--- src/rtl/spi_master_ctrl_if.sv ---
// Bundles the system-side handshake/configuration signals and the SPI pins of spi_master_ctrl.
// The slave modport is the controller's view; master is the view of whatever drives it.
`timescale 1ns/1ps
interface spi_master_ctrl_if #(
  parameter int DATA_W = 8,
  parameter int CS_NUM = 4,
  parameter int DIV_W  = 8
);
  localparam int SEL_W = (CS_NUM > 1) ? $clog2(CS_NUM) : 1;

  logic              start_i;
  logic [DATA_W-1:0] data_in_bi;
  logic              cpol_i;
  logic              cpha_i;
  logic [DIV_W-1:0]  clk_div_bi;
  logic [SEL_W-1:0]  cs_sel_bi;
  logic              abort_i;
  logic              ready_o;
  logic              done_o;
  logic [DATA_W-1:0] data_out_bo;
  logic              spi_miso_i;
  logic              spi_mosi_o;
  logic              spi_sclk_o;
  logic [CS_NUM-1:0] spi_cs_o;

  modport master (
    output start_i, data_in_bi, cpol_i, cpha_i, clk_div_bi, cs_sel_bi, abort_i, spi_miso_i,
    input  ready_o, done_o, data_out_bo, spi_mosi_o, spi_sclk_o, spi_cs_o
  );

  modport slave (
    input  start_i, data_in_bi, cpol_i, cpha_i, clk_div_bi, cs_sel_bi, abort_i, spi_miso_i,
    output ready_o, done_o, data_out_bo, spi_mosi_o, spi_sclk_o, spi_cs_o
  );
endinterface

--- src/rtl/spi_master_ctrl.sv ---
// SPI master: run-time CPOL/CPHA, programmable SCLK half-period H = div+1, active-low chip selects.
// Busy for (2*DATA_W+2)*H cycles per word; start while busy is dropped, abort returns to idle next edge.
`timescale 1ns/1ps
module spi_master_ctrl #(
  parameter int DATA_W    = 8,
  parameter int CS_NUM    = 4,
  parameter int DIV_W     = 8,
  parameter int LSB_FIRST = 0
) (
  input  logic             clk_i,
  input  logic             rst_i,
  spi_master_ctrl_if.slave bus
);
  localparam int SEL_W = (CS_NUM > 1) ? $clog2(CS_NUM) : 1;
  localparam int HC_W  = $clog2(2 * DATA_W);
  localparam logic [HC_W-1:0] LAST_HALF  = HC_W'(2 * DATA_W - 1);
  localparam logic [HC_W-1:0] LAST_DRIVE = HC_W'(2 * DATA_W - 2);

  typedef enum logic [1:0] {S_IDLE, S_SETUP, S_XFER, S_HOLD} state_t;

  state_t            state_q, state_d;
  logic [DIV_W-1:0]  cnt_q, cnt_d;
  logic [DIV_W-1:0]  div_q, div_d;
  logic [HC_W-1:0]   hc_q, hc_d;
  logic [DATA_W-1:0] tx_q, tx_d;
  logic [DATA_W-1:0] rx_q, rx_d;
  logic [DATA_W-1:0] dout_q, dout_d;
  logic [CS_NUM-1:0] cs_q, cs_d;
  logic              sclk_q, sclk_d;
  logic              mosi_q, mosi_d;
  logic              ready_q, ready_d;
  logic              done_q, done_d;
  logic              cpol_q, cpol_d;
  logic              cpha_q, cpha_d;

  function automatic logic first_bit(input logic [DATA_W-1:0] w);
    if (LSB_FIRST != 0) return w[0];
    return w[DATA_W-1];
  endfunction

  function automatic logic [DATA_W-1:0] shift_tx(input logic [DATA_W-1:0] w);
    if (LSB_FIRST != 0) return w >> 1;
    return w << 1;
  endfunction

  function automatic logic [DATA_W-1:0] shift_rx(input logic [DATA_W-1:0] w, input logic b);
    if (LSB_FIRST != 0) return {b, w[DATA_W-1:1]};
    return {w[DATA_W-2:0], b};
  endfunction

  // Out-of-range selects leave every line high so the word clocks out as dummy cycles.
  function automatic logic [CS_NUM-1:0] cs_decode(input logic [SEL_W-1:0] sel);
    logic [CS_NUM-1:0] cs;
    cs = '1;
    for (int i = 0; i < CS_NUM; i++) begin
      if (int'(sel) == i) cs[i] = 1'b0;
    end
    return cs;
  endfunction

  always_comb begin
    state_d = state_q;
    cnt_d   = cnt_q;
    div_d   = div_q;
    hc_d    = hc_q;
    tx_d    = tx_q;
    rx_d    = rx_q;
    dout_d  = dout_q;
    cs_d    = cs_q;
    sclk_d  = sclk_q;
    mosi_d  = mosi_q;
    ready_d = ready_q;
    done_d  = 1'b0;
    cpol_d  = cpol_q;
    cpha_d  = cpha_q;

    unique case (state_q)
      S_IDLE: begin
        if (bus.start_i && !bus.abort_i) begin
          state_d = S_SETUP;
          ready_d = 1'b0;
          cs_d    = cs_decode(bus.cs_sel_bi);
          sclk_d  = bus.cpol_i;
          cpol_d  = bus.cpol_i;
          cpha_d  = bus.cpha_i;
          div_d   = bus.clk_div_bi;
          cnt_d   = bus.clk_div_bi;
          rx_d    = '0;
          if (bus.cpha_i) begin
            mosi_d = 1'b0;
            tx_d   = bus.data_in_bi;
          end else begin
            mosi_d = first_bit(bus.data_in_bi);
            tx_d   = shift_tx(bus.data_in_bi);
          end
        end
      end
      S_SETUP: begin
        if (cnt_q == '0) begin
          state_d = S_XFER;
          cnt_d   = div_q;
          hc_d    = '0;
          sclk_d  = ~sclk_q;
          if (cpha_q) begin
            mosi_d = first_bit(tx_q);
            tx_d   = shift_tx(tx_q);
          end else begin
            rx_d = shift_rx(rx_q, bus.spi_miso_i);
          end
        end else begin
          cnt_d = cnt_q - DIV_W'(1);
        end
      end
      S_XFER: begin
        if (cnt_q == '0) begin
          cnt_d = div_q;
          if (hc_q == LAST_HALF) begin
            state_d = S_HOLD;
          end else begin
            hc_d   = hc_q + HC_W'(1);
            sclk_d = ~sclk_q;
            // The half-period being entered is hc_q+1; it starts on a leading edge when that index is even.
            if (hc_q[0]) begin
              if (cpha_q) begin
                mosi_d = first_bit(tx_q);
                tx_d   = shift_tx(tx_q);
              end else begin
                rx_d = shift_rx(rx_q, bus.spi_miso_i);
              end
            end else begin
              if (cpha_q) begin
                rx_d = shift_rx(rx_q, bus.spi_miso_i);
              end else if (hc_q != LAST_DRIVE) begin
                mosi_d = first_bit(tx_q);
                tx_d   = shift_tx(tx_q);
              end
            end
          end
        end else begin
          cnt_d = cnt_q - DIV_W'(1);
        end
      end
      S_HOLD: begin
        if (cnt_q == '0) begin
          state_d = S_IDLE;
          cs_d    = '1;
          mosi_d  = 1'b0;
          ready_d = 1'b1;
          done_d  = 1'b1;
          dout_d  = rx_q;
        end else begin
          cnt_d = cnt_q - DIV_W'(1);
        end
      end
      default: state_d = S_IDLE;
    endcase

    if (bus.abort_i && (state_q != S_IDLE)) begin
      state_d = S_IDLE;
      cs_d    = '1;
      sclk_d  = cpol_q;
      mosi_d  = 1'b0;
      ready_d = 1'b1;
      done_d  = 1'b0;
    end
  end

  always_ff @(posedge clk_i or negedge rst_i) begin
    if (!rst_i) begin
      state_q <= S_IDLE;
      cnt_q   <= '0;
      div_q   <= '0;
      hc_q    <= '0;
      tx_q    <= '0;
      rx_q    <= '0;
      dout_q  <= '0;
      cs_q    <= '1;
      sclk_q  <= 1'b0;
      mosi_q  <= 1'b0;
      ready_q <= 1'b1;
      done_q  <= 1'b0;
      cpol_q  <= 1'b0;
      cpha_q  <= 1'b0;
    end else begin
      state_q <= state_d;
      cnt_q   <= cnt_d;
      div_q   <= div_d;
      hc_q    <= hc_d;
      tx_q    <= tx_d;
      rx_q    <= rx_d;
      dout_q  <= dout_d;
      cs_q    <= cs_d;
      sclk_q  <= sclk_d;
      mosi_q  <= mosi_d;
      ready_q <= ready_d;
      done_q  <= done_d;
      cpol_q  <= cpol_d;
      cpha_q  <= cpha_d;
    end
  end

  assign bus.ready_o     = ready_q;
  assign bus.done_o      = done_q;
  assign bus.data_out_bo = dout_q;
  assign bus.spi_mosi_o  = mosi_q;
  assign bus.spi_sclk_o  = sclk_q;
  assign bus.spi_cs_o    = cs_q;
endmodule
--- src/flat_wrapper.sv ---
// flat-port wrapper written by rule: the top's interface ports become plain ports
module spi_master_ctrl_flat 
#(
  parameter int DATA_W    = 8,
  parameter int CS_NUM    = 4,
  parameter int DIV_W     = 8,
  parameter int LSB_FIRST = 0
)
  (clk_i, rst_i, bus_start_i, bus_data_in_bi, bus_cpol_i, bus_cpha_i, bus_clk_div_bi, bus_cs_sel_bi, bus_abort_i, bus_spi_miso_i, bus_ready_o, bus_done_o, bus_data_out_bo, bus_spi_mosi_o, bus_spi_sclk_o, bus_spi_cs_o);
  spi_master_ctrl_if #(.DATA_W(DATA_W), .CS_NUM(CS_NUM), .DIV_W(DIV_W)) bus_i ();
  input  logic clk_i;
  input  logic rst_i;
  input wire logic [$bits(bus_i.start_i)-1:0] bus_start_i;
  input wire logic [$bits(bus_i.data_in_bi)-1:0] bus_data_in_bi;
  input wire logic [$bits(bus_i.cpol_i)-1:0] bus_cpol_i;
  input wire logic [$bits(bus_i.cpha_i)-1:0] bus_cpha_i;
  input wire logic [$bits(bus_i.clk_div_bi)-1:0] bus_clk_div_bi;
  input wire logic [$bits(bus_i.cs_sel_bi)-1:0] bus_cs_sel_bi;
  input wire logic [$bits(bus_i.abort_i)-1:0] bus_abort_i;
  input wire logic [$bits(bus_i.spi_miso_i)-1:0] bus_spi_miso_i;
  output wire logic [$bits(bus_i.ready_o)-1:0] bus_ready_o;
  output wire logic [$bits(bus_i.done_o)-1:0] bus_done_o;
  output wire logic [$bits(bus_i.data_out_bo)-1:0] bus_data_out_bo;
  output wire logic [$bits(bus_i.spi_mosi_o)-1:0] bus_spi_mosi_o;
  output wire logic [$bits(bus_i.spi_sclk_o)-1:0] bus_spi_sclk_o;
  output wire logic [$bits(bus_i.spi_cs_o)-1:0] bus_spi_cs_o;
  assign bus_i.start_i = bus_start_i;
  assign bus_i.data_in_bi = bus_data_in_bi;
  assign bus_i.cpol_i = bus_cpol_i;
  assign bus_i.cpha_i = bus_cpha_i;
  assign bus_i.clk_div_bi = bus_clk_div_bi;
  assign bus_i.cs_sel_bi = bus_cs_sel_bi;
  assign bus_i.abort_i = bus_abort_i;
  assign bus_i.spi_miso_i = bus_spi_miso_i;
  assign bus_ready_o = bus_i.ready_o;
  assign bus_done_o = bus_i.done_o;
  assign bus_data_out_bo = bus_i.data_out_bo;
  assign bus_spi_mosi_o = bus_i.spi_mosi_o;
  assign bus_spi_sclk_o = bus_i.spi_sclk_o;
  assign bus_spi_cs_o = bus_i.spi_cs_o;
  spi_master_ctrl #(.DATA_W(DATA_W), .CS_NUM(CS_NUM), .DIV_W(DIV_W), .LSB_FIRST(LSB_FIRST)) u_core (.clk_i(clk_i), .rst_i(rst_i), .bus(bus_i));
endmodule
--- config.mk ---
export PLATFORM = sky130hd
export DESIGN_NAME = spi_master_ctrl_flat
export DESIGN_NICKNAME = d
export VERILOG_FILES = /design/src/rtl/spi_master_ctrl_if.sv /design/src/rtl/spi_master_ctrl.sv /design/src/flat_wrapper.sv
export SDC_FILE = /design/constraint.sdc
export NUM_CORES = 1
export LEC_CHECK = 0
export CORE_ASPECT_RATIO = 0.7
export CORE_UTILIZATION = 50
export DETAILED_ROUTE_END_ITERATION = 10
export GPL_ROUTABILITY_DRIVEN = 0
export PLACE_DENSITY = 0.77
export RECOVER_POWER = 50
export SLEW_MARGIN = 30
export SYNTH_ARGS = -nofsm -noshare
export SYNTH_HDL_FRONTEND = slang
export SYNTH_SLANG_ARGS = --single-unit
--- constraint.sdc ---
create_clock -name clk_i -period 2.3 [get_ports clk_i]
set_input_delay 0.69 -clock clk_i [delete_from_list [all_inputs] [get_ports clk_i]]
set_output_delay 0.69 -clock clk_i [all_outputs]
set_load 0.01 [all_outputs]
==> results of run 1 <==
## cell families after synthesis
kind of cell,count (synthesis),synth area share
xor gates and xnor gates,2,0.00579
muxes,33,0.118
adders and majority gates,8,0.0331
and+or+nand+nor,82,0.143
buffers and inverters,26,0.0335
DFF,56,0.465
AOI/OAI and AO/OA,87,0.202
## what timing repair did
item | in CTS | in global routing
setup buffers | 1 | 0
gates resized for setup | 1 | 1
pin swaps | 1 | 1
endpoints found under the hold margin | 0 | 0
setup endpoints to repair | 3 | 10
## critical path, stage by stage (launching register included)
cell,delay [ns]
dfrtp_1,0.41
or4_4,0.58
o31ai_1,0.36
a21boi_0,0.15
a211oi_1,0.23
mux2_2,0.36
## metal layers
layer  GRT usage  part of all wire  wire, um
met4      0.0398            0.0099        68
met2       0.389              0.45      3060
met1       0.353              0.50      3400
met3      0.0479             0.046       316
met5           0                 0         0
## where the power goes
part           switching, mW  leakage, nW  internal, mW  total, mW
Clock                  0.350       0.0452         0.223      0.574
Sequential             0.264        0.716          1.32       1.58
Combinational           1.48        0.929          1.31       2.78
## synth_stat cells, types with 3 or more instances
library cell  count
o21ai_0          14
mux2i_1          12
dfrtp_1          51
dfstp_2           5
a211oi_1          3
or3_1             3
clkbuf_1         11
a21o_1            3
ha_1              8
nor2b_1           4
nand2_1          20
o31ai_1           5
nor2_1           20
a21oi_1          23
buf_2             3
a22o_1            9
nand3_1           7
nor3_1            6
a221oi_1          4
inv_1            12
o2bb2ai_1         7
nor4_1            3
nand2b_1          7
mux2_2           21
## state kept, by name, indices dropped and copies added (netlist names)
name	flops
u_core.bus.data_out_bo	8
u_core.cnt_q	8
u_core.div_q	8
u_core.rx_q	8
u_core.tx_q	8
u_core.bus.spi_cs_o	4
u_core.hc_q	4
u_core.state_q	2
u_core.bus.done_o	1
u_core.bus.ready_o	1
u_core.bus.spi_mosi_o	1
u_core.bus.spi_sclk_o	1
u_core.cpha_q	1
u_core.cpol_q	1
## cells in the final DEF (no fill, tap or decap), types with 6 or more instances in the layout
master / synthesis / final
nand2_1: 20 / 20
nor2_1: 20 / 20
nand3_1: 7 / 7
a21oi_1: 23 / 23
mux2i_1: 12 / 12
a22o_1: 9 / 9
nor3_1: 6 / 6
dfrtp_1: 51 / 51
mux2_2: 21 / 21
ha_1: 8 / 8
nand2b_1: 7 / 7
clkdlybuf4s50_1: 0 / 39
o2bb2ai_1: 7 / 7
inv_1: 12 / 12
o21ai_0: 14 / 14
buf_4: 0 / 32
## metrics by stage
step	setup TNS, ns	std cells	cell area, sq um
floorplan	0	294	3030
global placement	-0.746	429	3750
detailed placement	-1.11	429	3750
CTS	0	438	3860
global route	0	438	3830
finish	0	438	3830
## layout make-up
class / instances / area, sq um
Clock inverter: 3 / 25.0
Clock buffer: 5 / 68.8
Multi-Input combinational cell: 212 / 1530
Inverter: 12 / 45.0
Tap cell: 75 / 93.8
Timing Repair Buffer: 75 / 663
Fill cell: 459 / 1950
Sequential cell: 56 / 1410
## final timing paths
path | slack, ns | from | to
setup / recovery | 0.11 | u_core.cnt_q[6] | u_core.bus.spi_mosi_o
hold / removal | 0.48 | rst_i | u_core.bus.done_o
setup reg to reg | 0.11 | u_core.cnt_q[6] | u_core.bus.spi_mosi_o
hold reg to reg | 0.50 | u_core.tx_q[4] | u_core.tx_q[4]
max in group asynchronous | 0.44 | rst_i | u_core.div_q[5]
min in group clk_i | 0.50 | u_core.tx_q[4] | u_core.tx_q[4]
==> run_results.csv, run 1 <==
group,metric,value,unit
run_status,status,"finished clean",
sta,rsz0062_at_grt,"false",
critical_path,worstPathRequired,2.51,ns
logic_synthesis,synth_top_area_share,0.421,
detailed_routing,drt_wl_total,6850,um
logic_synthesis,synth_area_per_cell,10.3,sq um
logic_synthesis,synthTopCellsByArea,"dfrtp_1 (42%), mux2_2 (7.8%), dfstp_2 (4.3%), mux2i_1 (4.0%), a21oi_1 (3.8%)",
logic_synthesis,async_flop_share,1.00,
clock_network,clkSinkCount,56,
grt,grtUsageTotal,0.245,
critical_path,arrival,2.40,ns
critical_path,crit_fanout,4,
final_layout,drive_gt1_frac,0.209,
sta,maxSlewViolCount,0,
die,fp-row-count,23,
clock_network,cts_buffer_depth,2,
die,fp.dieH,67.1,um
sta,finalHoldViolCount,0,
logic_synthesis,ys_ff_latch,56,
sta,skew,0.0132,ns
clock_network,ctsHtreeMaxLevel,2,
sta,tightest_slew,0.947,ns
detailed_routing,drcViolationCount,0,
logic_synthesis,yosysSeqAreaShare,0.465,
pwr,ir_worst_vdd,0.551,mV
grt,grt_max_degree,40,
placed_design,dpl_worst_slack,-0.136,ns
clock_network,clkSlewWorstSetupHoldPaths,0.11,ns
clock_network,cts_root_buf,"clkbuf_8",
clock_network,insertion_delay,0.32,ns
clock_network,cts_hold_buffers,0,
grt,antenna_found_initial,0,
job,drv_cap,0,
final_layout,fin_util,0.663,
logic_synthesis,synth-main-ff-cell,"dfrtp_1",
grt,grt_pass1_vias,2477,
grt,overflow,0,
critical_path,ff2ff_path_depth,5,
sta,finalCritPeriodShare,0.953,
final_layout,syn_to_final_growth,26.6,%
die,die_x,95.0,um
final_layout,antenna_cells,0,
sta,fin_crit,2.19,ns
detailed_routing,drtIter0Drc,129,
die,pin_count,41,
logic_synthesis,yosysTopAreaCell,"dfrtp_1",
pwr,leakagePower,1.69,nW
placed_design,portBuffers,40,
logic_synthesis,netlist_area,3030,sq um
grt,grt_pass1_wl,12000,um
detailed_routing,drtPass1Iterations,4,
pwr,power.total,4.94,mW
logic_synthesis,synth-edff-count,0,
placed_design,dp_hpwl,5020,um
clock_network,cts_buffers,5,
critical_path,crit_type,"reg -> reg",
detailed_routing,post_drt_via_cell_ratio,5.71,
sta,setup_violations,0,
logic_synthesis,synthesis.instances,294,
die,core_area,5780,sq um
sta,slew_headroom,0.368,
sta,setup_ws,0.107,ns
critical_path,end_kind,"flip-flop",
die,die_area,6380,sq um
logic_synthesis,syn_nets,327,
min_path,holdCritPathClass,"in -> async",
logic_synthesis,yosysWarningCount,0,
sta,fin_hold_ws,0.481,ns
final_layout,final_nets,395,
clock_network,cts_tree,"built",
detailed_routing,avgRoutedWirePerCell,15.6,um
die,start_util,0.523,
critical_path,startpoint_type,"flip-flop",
detailed_routing,num_vias,2502,
detailed_routing,ant_nets,0,
pwr,cellPowerDensity,1290,nW/um^2
logic_synthesis,yosysUniqueCellTypes,49,
sta,fmax,456,MHz
Note: power is estimated with default switching activity, not from simulation.
==> run 2: changes to the inputs <==
--- a/config.mk
+++ b/config.mk
@@ -11,7 +11,7 @@
 export GPL_ROUTABILITY_DRIVEN = 0
 export PLACE_DENSITY = 0.77
 export RECOVER_POWER = 50
-export SLEW_MARGIN = 30
+export SLEW_MARGIN = 20
 export SYNTH_ARGS = -nofsm -noshare
 export SYNTH_HDL_FRONTEND = slang
 export SYNTH_SLANG_ARGS = --single-unit
==> results of run 2 <==
Final layout, timing and power as in run 1 (identical DEF).
==> run 3: changes to the inputs <==
--- a/config.mk
+++ b/config.mk
@@ -6,10 +6,10 @@
 export NUM_CORES = 1
 export LEC_CHECK = 0
 export CORE_ASPECT_RATIO = 0.7
-export CORE_UTILIZATION = 50
+export CORE_UTILIZATION = 45
 export DETAILED_ROUTE_END_ITERATION = 10
 export GPL_ROUTABILITY_DRIVEN = 0
-export PLACE_DENSITY = 0.77
+export PLACE_DENSITY = 0.7
 export RECOVER_POWER = 50
 export SLEW_MARGIN = 20
 export SYNTH_ARGS = -nofsm -noshare
==> run_results.csv, run 3 (synthesis gave the netlist of run 1 again) <==
group,metric,value,unit
critical_path,reg2reg_slack,0.09,ns
pwr,cellPowerDensity,1270,nW/um^2
final_layout,stdcell_count,461,
clock_network,cts_root_buf,"clkbuf_8",
critical_path,crit_chain,"or4_4 > nor3_4 > buf_4 > mux2_2 > a221oi_1 > o31ai_1",
placed_design,portBuffers,40,
grt,grt_pass1_vias,2424,
placed_design,dp_hpwl,5210,um
die,die_x,100,um
final_layout,antenna_cells,0,
critical_path,worstReg2RegStart,"u_core.cnt_q[6]",
detailed_routing,drtPass1Iterations,4,
clock_network,insertion_delay,0.31,ns
clock_network,cts_buffers,5,
sta,skew,0.00489,ns
grt,grt_max_degree,23,
sta,slew_headroom,0.492,
final_layout,mostFrequentLayoutCells,"dfrtp_1 (51), clkdlybuf4s50_1 (39), buf_4 (38)",
grt,overflow,0,
sta,finalHoldViolCount,0,
critical_path,startpoint_type,"flip-flop",
sta,rsz0062_at_grt,"true",
die,pin_count,41,
detailed_routing,drt_wl_total,6840,um
critical_path,critPathMaxStageDelay,0.59,ns
placed_design,place_inst,452,
pwr,ir_worst_vdd,0.592,mV
final_layout,syn_to_final_growth,28.8,%
sta,setup_violations,0,
die,fp-row-count,24,
grt,grtUsageTotal,0.206,
run_status,status,"finished clean",
final_layout,drive_gt1_frac,0.224,
detailed_routing,drcViolationCount,0,
placed_design,dpl_cell_area,3810,sq um
job,drv_cap,0,
critical_path,crit_fanout,4,
final_layout,final_nets,402,
detailed_routing,drtIter0Drc,138,
grt,grt_pass1_wl,11700,um
detailed_routing,num_vias,2487,
final_layout,finalInstanceArea,3900,sq um
critical_path,arrival,2.41,ns
detailed_routing,ant_nets,0,
critical_path,crit_type,"reg -> reg",
final_layout,final_common_cell,"dfrtp_1",
sta,fin_hold_ws,0.412,ns
clock_network,ctsHtreeMaxLevel,2,
grt,antenna_found_initial,0,
die,core_area,6370,sq um
critical_path,worstPathRequired,2.49,ns
detailed_routing,post_drt_via_cell_ratio,5.39,
clock_network,cts_buffer_depth,2,
detailed_routing,avgRoutedWirePerCell,14.8,um
sta,maxSlewViolCount,0,
die,die_area,7070,sq um
critical_path,crit_slowest_cell,"or4_4",
sta,fmax,452,MHz
clock_network,cts_tree,"built",
die,fp.dieH,70.6,um
min_path,holdCritPathClass,"in -> async",
sta,tightest_slew,0.762,ns
clock_network,clkSlewWorstSetupHoldPaths,0.11,ns
pwr,power.total,4.96,mW
critical_path,r2r_end,"u_core.cnt_q[1]",
sta,fin_tns_setup,0,ns
critical_path,ff2ff_path_depth,6,
die,start_util,0.476,
clock_network,clkSinkCount,56,
sta,finalCritPeriodShare,0.962,
pwr,leakagePower,1.72,nW
critical_path,end_kind,"flip-flop",
sta,fin_crit,2.21,ns
==> run 3: final cells by class <==
cell class | count | area (sq um)
fill | 576 | 2460
timing repair buffer | 82 | 713
sequential | 56 | 1410
clock buffer | 5 | 68.8
inverter | 12 | 45.0
multi-input combinational | 212 | 1530
tap | 91 | 114
clock inverter | 3 | 25.0
==> run 3: how the worst max path moves through the flow <==
stage | slack [ns] | end | startpoint | cells after the start
5_1_grt | -0.01 | u_core.cnt_q[0] | u_core.cnt_q[6] | 6
4_1_cts | 0.05 | u_core.cnt_q[1] | u_core.cnt_q[6] | 6
6_report | 0.09 | u_core.cnt_q[1] | u_core.cnt_q[6] | 6
3_5_place_dp | -0.13 | u_core.rx_q[0] | bus_abort_i | 7
2_1_floorplan | 0.04 | u_core.bus.spi_sclk_o | u_core.cnt_q[3] | 6
3_3_place_gp | -0.1 | u_core.rx_q[7] | bus_abort_i | 7
==> run 3: repair_timing <==
action / in CTS / in global routing
pin swaps: 1 / 1
buffers inserted: 1 / 0
hold buffers: 0 / 0
endpoints found under the setup margin: 2 / 13
resized for setup: 1 / 1
gates cloned: 0 / 0
==> run 3: where the power goes <==
part           internal (mW)  switching (mW)  leakage (nW)
Clock                  0.223           0.341        0.0452
Combinational           1.36            1.46         0.962
Sequential              1.32           0.261         0.716
Total                   2.90            2.06          1.72
==> run 3: layer usage <==
layer,global-route usage,wire [um]
met5,0,0
met4,0.0242,17
met2,0.310,2950
met3,0.0395,253
met1,0.319,3620
==> run 3: per-stage QoR <==
stage	utilization	worst slack [ns]
after floorplan	-	0.0360
after global placement	0.599	-0.0970
after detailed placement	0.599	-0.132
after CTS	0.616	0.0459
after global routing	0.613	-0.0109
final	0.613	0.0868
==> run 3: worst max-delay path: cells and delay by family, from the launching register on <==
kind / cells / cell delay (ns)
AO/OA/AOI/OAI: 2 / 0.37
buffers and inverters: 1 / 0.19
flip-flops: 1 / 0.40
multiplexers: 1 / 0.32
AND/OR/NAND/NOR: 2 / 0.82
==> variant: new RTL, settings of run 2 <==
Re-encode `state_t` (4 states) as one-hot, 4 bits wide.
--- a/src/rtl/spi_master_ctrl.sv
+++ b/src/rtl/spi_master_ctrl.sv
@@ -16,7 +16,7 @@
   localparam logic [HC_W-1:0] LAST_HALF  = HC_W'(2 * DATA_W - 1);
   localparam logic [HC_W-1:0] LAST_DRIVE = HC_W'(2 * DATA_W - 2);
 
-  typedef enum logic [1:0] {S_IDLE, S_SETUP, S_XFER, S_HOLD} state_t;
+  typedef enum logic [3:0] {S_IDLE = 4'b0001, S_SETUP = 4'b0010, S_XFER = 4'b0100, S_HOLD = 4'b1000} state_t;
 
   state_t            state_q, state_d;
   logic [DIV_W-1:0]  cnt_q, cnt_d;
Function: same outputs for any inputs over 10 cycles, from zero or initial values and one cycle with rst_i low; not proved beyond that.
==> variant against run 2 <==
- wire length increased by 5.9%
- area after synthesis rose by 4.8%
- sequential cell count up 2
- via count up 2.5%
- setup slack got worse by 0.072 ns
- cell area increased by 4.0%
- critical path type is now in2reg
Power is not compared: it rests on default switching activity, and its combinational part moved more than twofold at a synthesized area within 25%.
==> variant: results (changes against run 2) <==
| Metric | Value |
|---|---|
| Initial antenna violation count | 0 (unchanged) |
| Top cells by count, synth | dfrtp_1, mux2_2, nor2_1, o21ai_0, nand2_1 |
| FF-to-FF End | u_core.rx_q[2]$_DFFE_PN0P_ |
| Setup Skew | 0.00631 ns (-0.00691 ns) |
| Avg Cell Area, Syn | 11.0 sq um (+6.6%) |
| Fin crit share | 98.5% (+3.1 points) |
| Cells after DPL | 411 (-4.2%) |
| Post-CTS Setup Bufs | 0 (-1) |
| Hold Worst Slack | 0.492 ns (+0.0103 ns) |
| DRT Wirelength | 7260 microns (+5.9%) |
| Gr usage total | 24.0% (-0.48 points) |
| Status | complete, no violations |
| Vias in the first global route | 2418 (-2.4%) |
| Pre-CTS setup slack | -0.398 ns (-0.263 ns) |
| Clk_lat worst skew | 0.34 ns (+0.02 ns) |
| Hold Crit Class | reg2reg |
| Seq/Total Area, Yosys | 46.0% (-0.51 points) |
| Slowest stage cell on the critical path | clkdlybuf4s50_1 |
| Largest net degree at the start of global routing | 41 (+2.5%) |
| Distinct cells, synth | 59 (+20%) |
| Detail Placement HPWL | 5230 microns (+4.1%) |
| Ranking of synthesized cells by area | dfrtp_1, mux2_2, dfstp_2 |
| Area of the multi-input gates | 1610 sq um (+5.1%) |
| Mux contribution to synthesized area | 9.15% (-2.6 points) |
| CP top delay family | buffers and inverters |
| Adder-Cell Fraction of Synth Area | 1.58% (-1.7 points) |
| Clock power frac | 23.5% |
| Nets | 378 (-4.3%) |
| Worst Setup EP | u_core.rx_q[7]$_DFFE_PN0P_ |
| Cts repair resizes | 0 (-1) |
| R2R Path Start | u_core.cnt_q[3]$_DFFE_PN0P_ |
| Clock transition at path regs | 0.07 ns (-0.04 ns) |
| 1st-pass router iterations | 5 (+1) |
| Synth Area in XOR/XNOR | 0.789% (+0.21 points) |
| Fin cells | 429 (-2.1%) |
| Crit path largest cell delay | 0.44 ns (-0.14 ns) |
| Placed Area | 3740 sq um (-0.33%) |
| Worst path arrival time | 2.50 ns (+0.10 ns) |
| Complex-gate fraction of the synthesized area | 23.2% (+2.9 points) |
| R2R Setup Slk | 0.15 ns (+0.04 ns) |
| CTS H-tree depth | 3 (+1) |
| CTS Buf Count | 9 (+4) |
| Iteration-0 DRC Markers | 193 (+50%) |
| Slew HR | 24.3% (-13 points) |
| First-pass GRT wire length | 12300 microns (+2.4%) |
| Maximum clock path buffer count | 2 (unchanged) |
| Layout cell share with drive strength beyond 1 | 26.3% (+5.3 points) |
| CP startpoint | bus_start_i |
| Post-Syn Nets | 318 (-2.8%) |
| Fill cells | 452 (-1.5%) |
| Vias per cell | 5.98 (+4.7%) |
-- variant: changes by cell type in the layout (fill, tap and decap cells not counted), sizes merged, moves of 5 or more --
cell	change
a21oi	-14
a32oi	+7
a31oi	+5
mux2i	-10
buf	-8
a22oi	+8
o21ai	+8
inv	-6
-- variant: logic make-up (layout without fill, tap and decap cells) --
family / Yosys count / in the layout
compound gates: 99 / 99
fa+ha+maj: 4 / 4
xor+xnor: 2 / 2
buf+inv: 25 / 90
flops: 58 / 58
simple gates: 75 / 75
mux: 26 / 26
-- variant: final cells by class --
cell class                      instances  share of cell area [%]
Clock buffer                            9                    3.11
Timing Repair Buffer                   66                    15.1
Sequential cell                        58                    36.6
Multi-Input combinational cell        206                    40.3
Clock inverter                          7                    1.76
Tap cell                               75                    2.35
Inverter                                8                   0.753
-- variant: per-layer routing --
metal	routed length (microns)	global-route usage, %	vias to the layer above
met3	482	6.25	14
met2	3060	35.7	90
li1	-	-	1223
met5	0	0	-
met1	3610	34.3	1238
met4	112	8.27	0
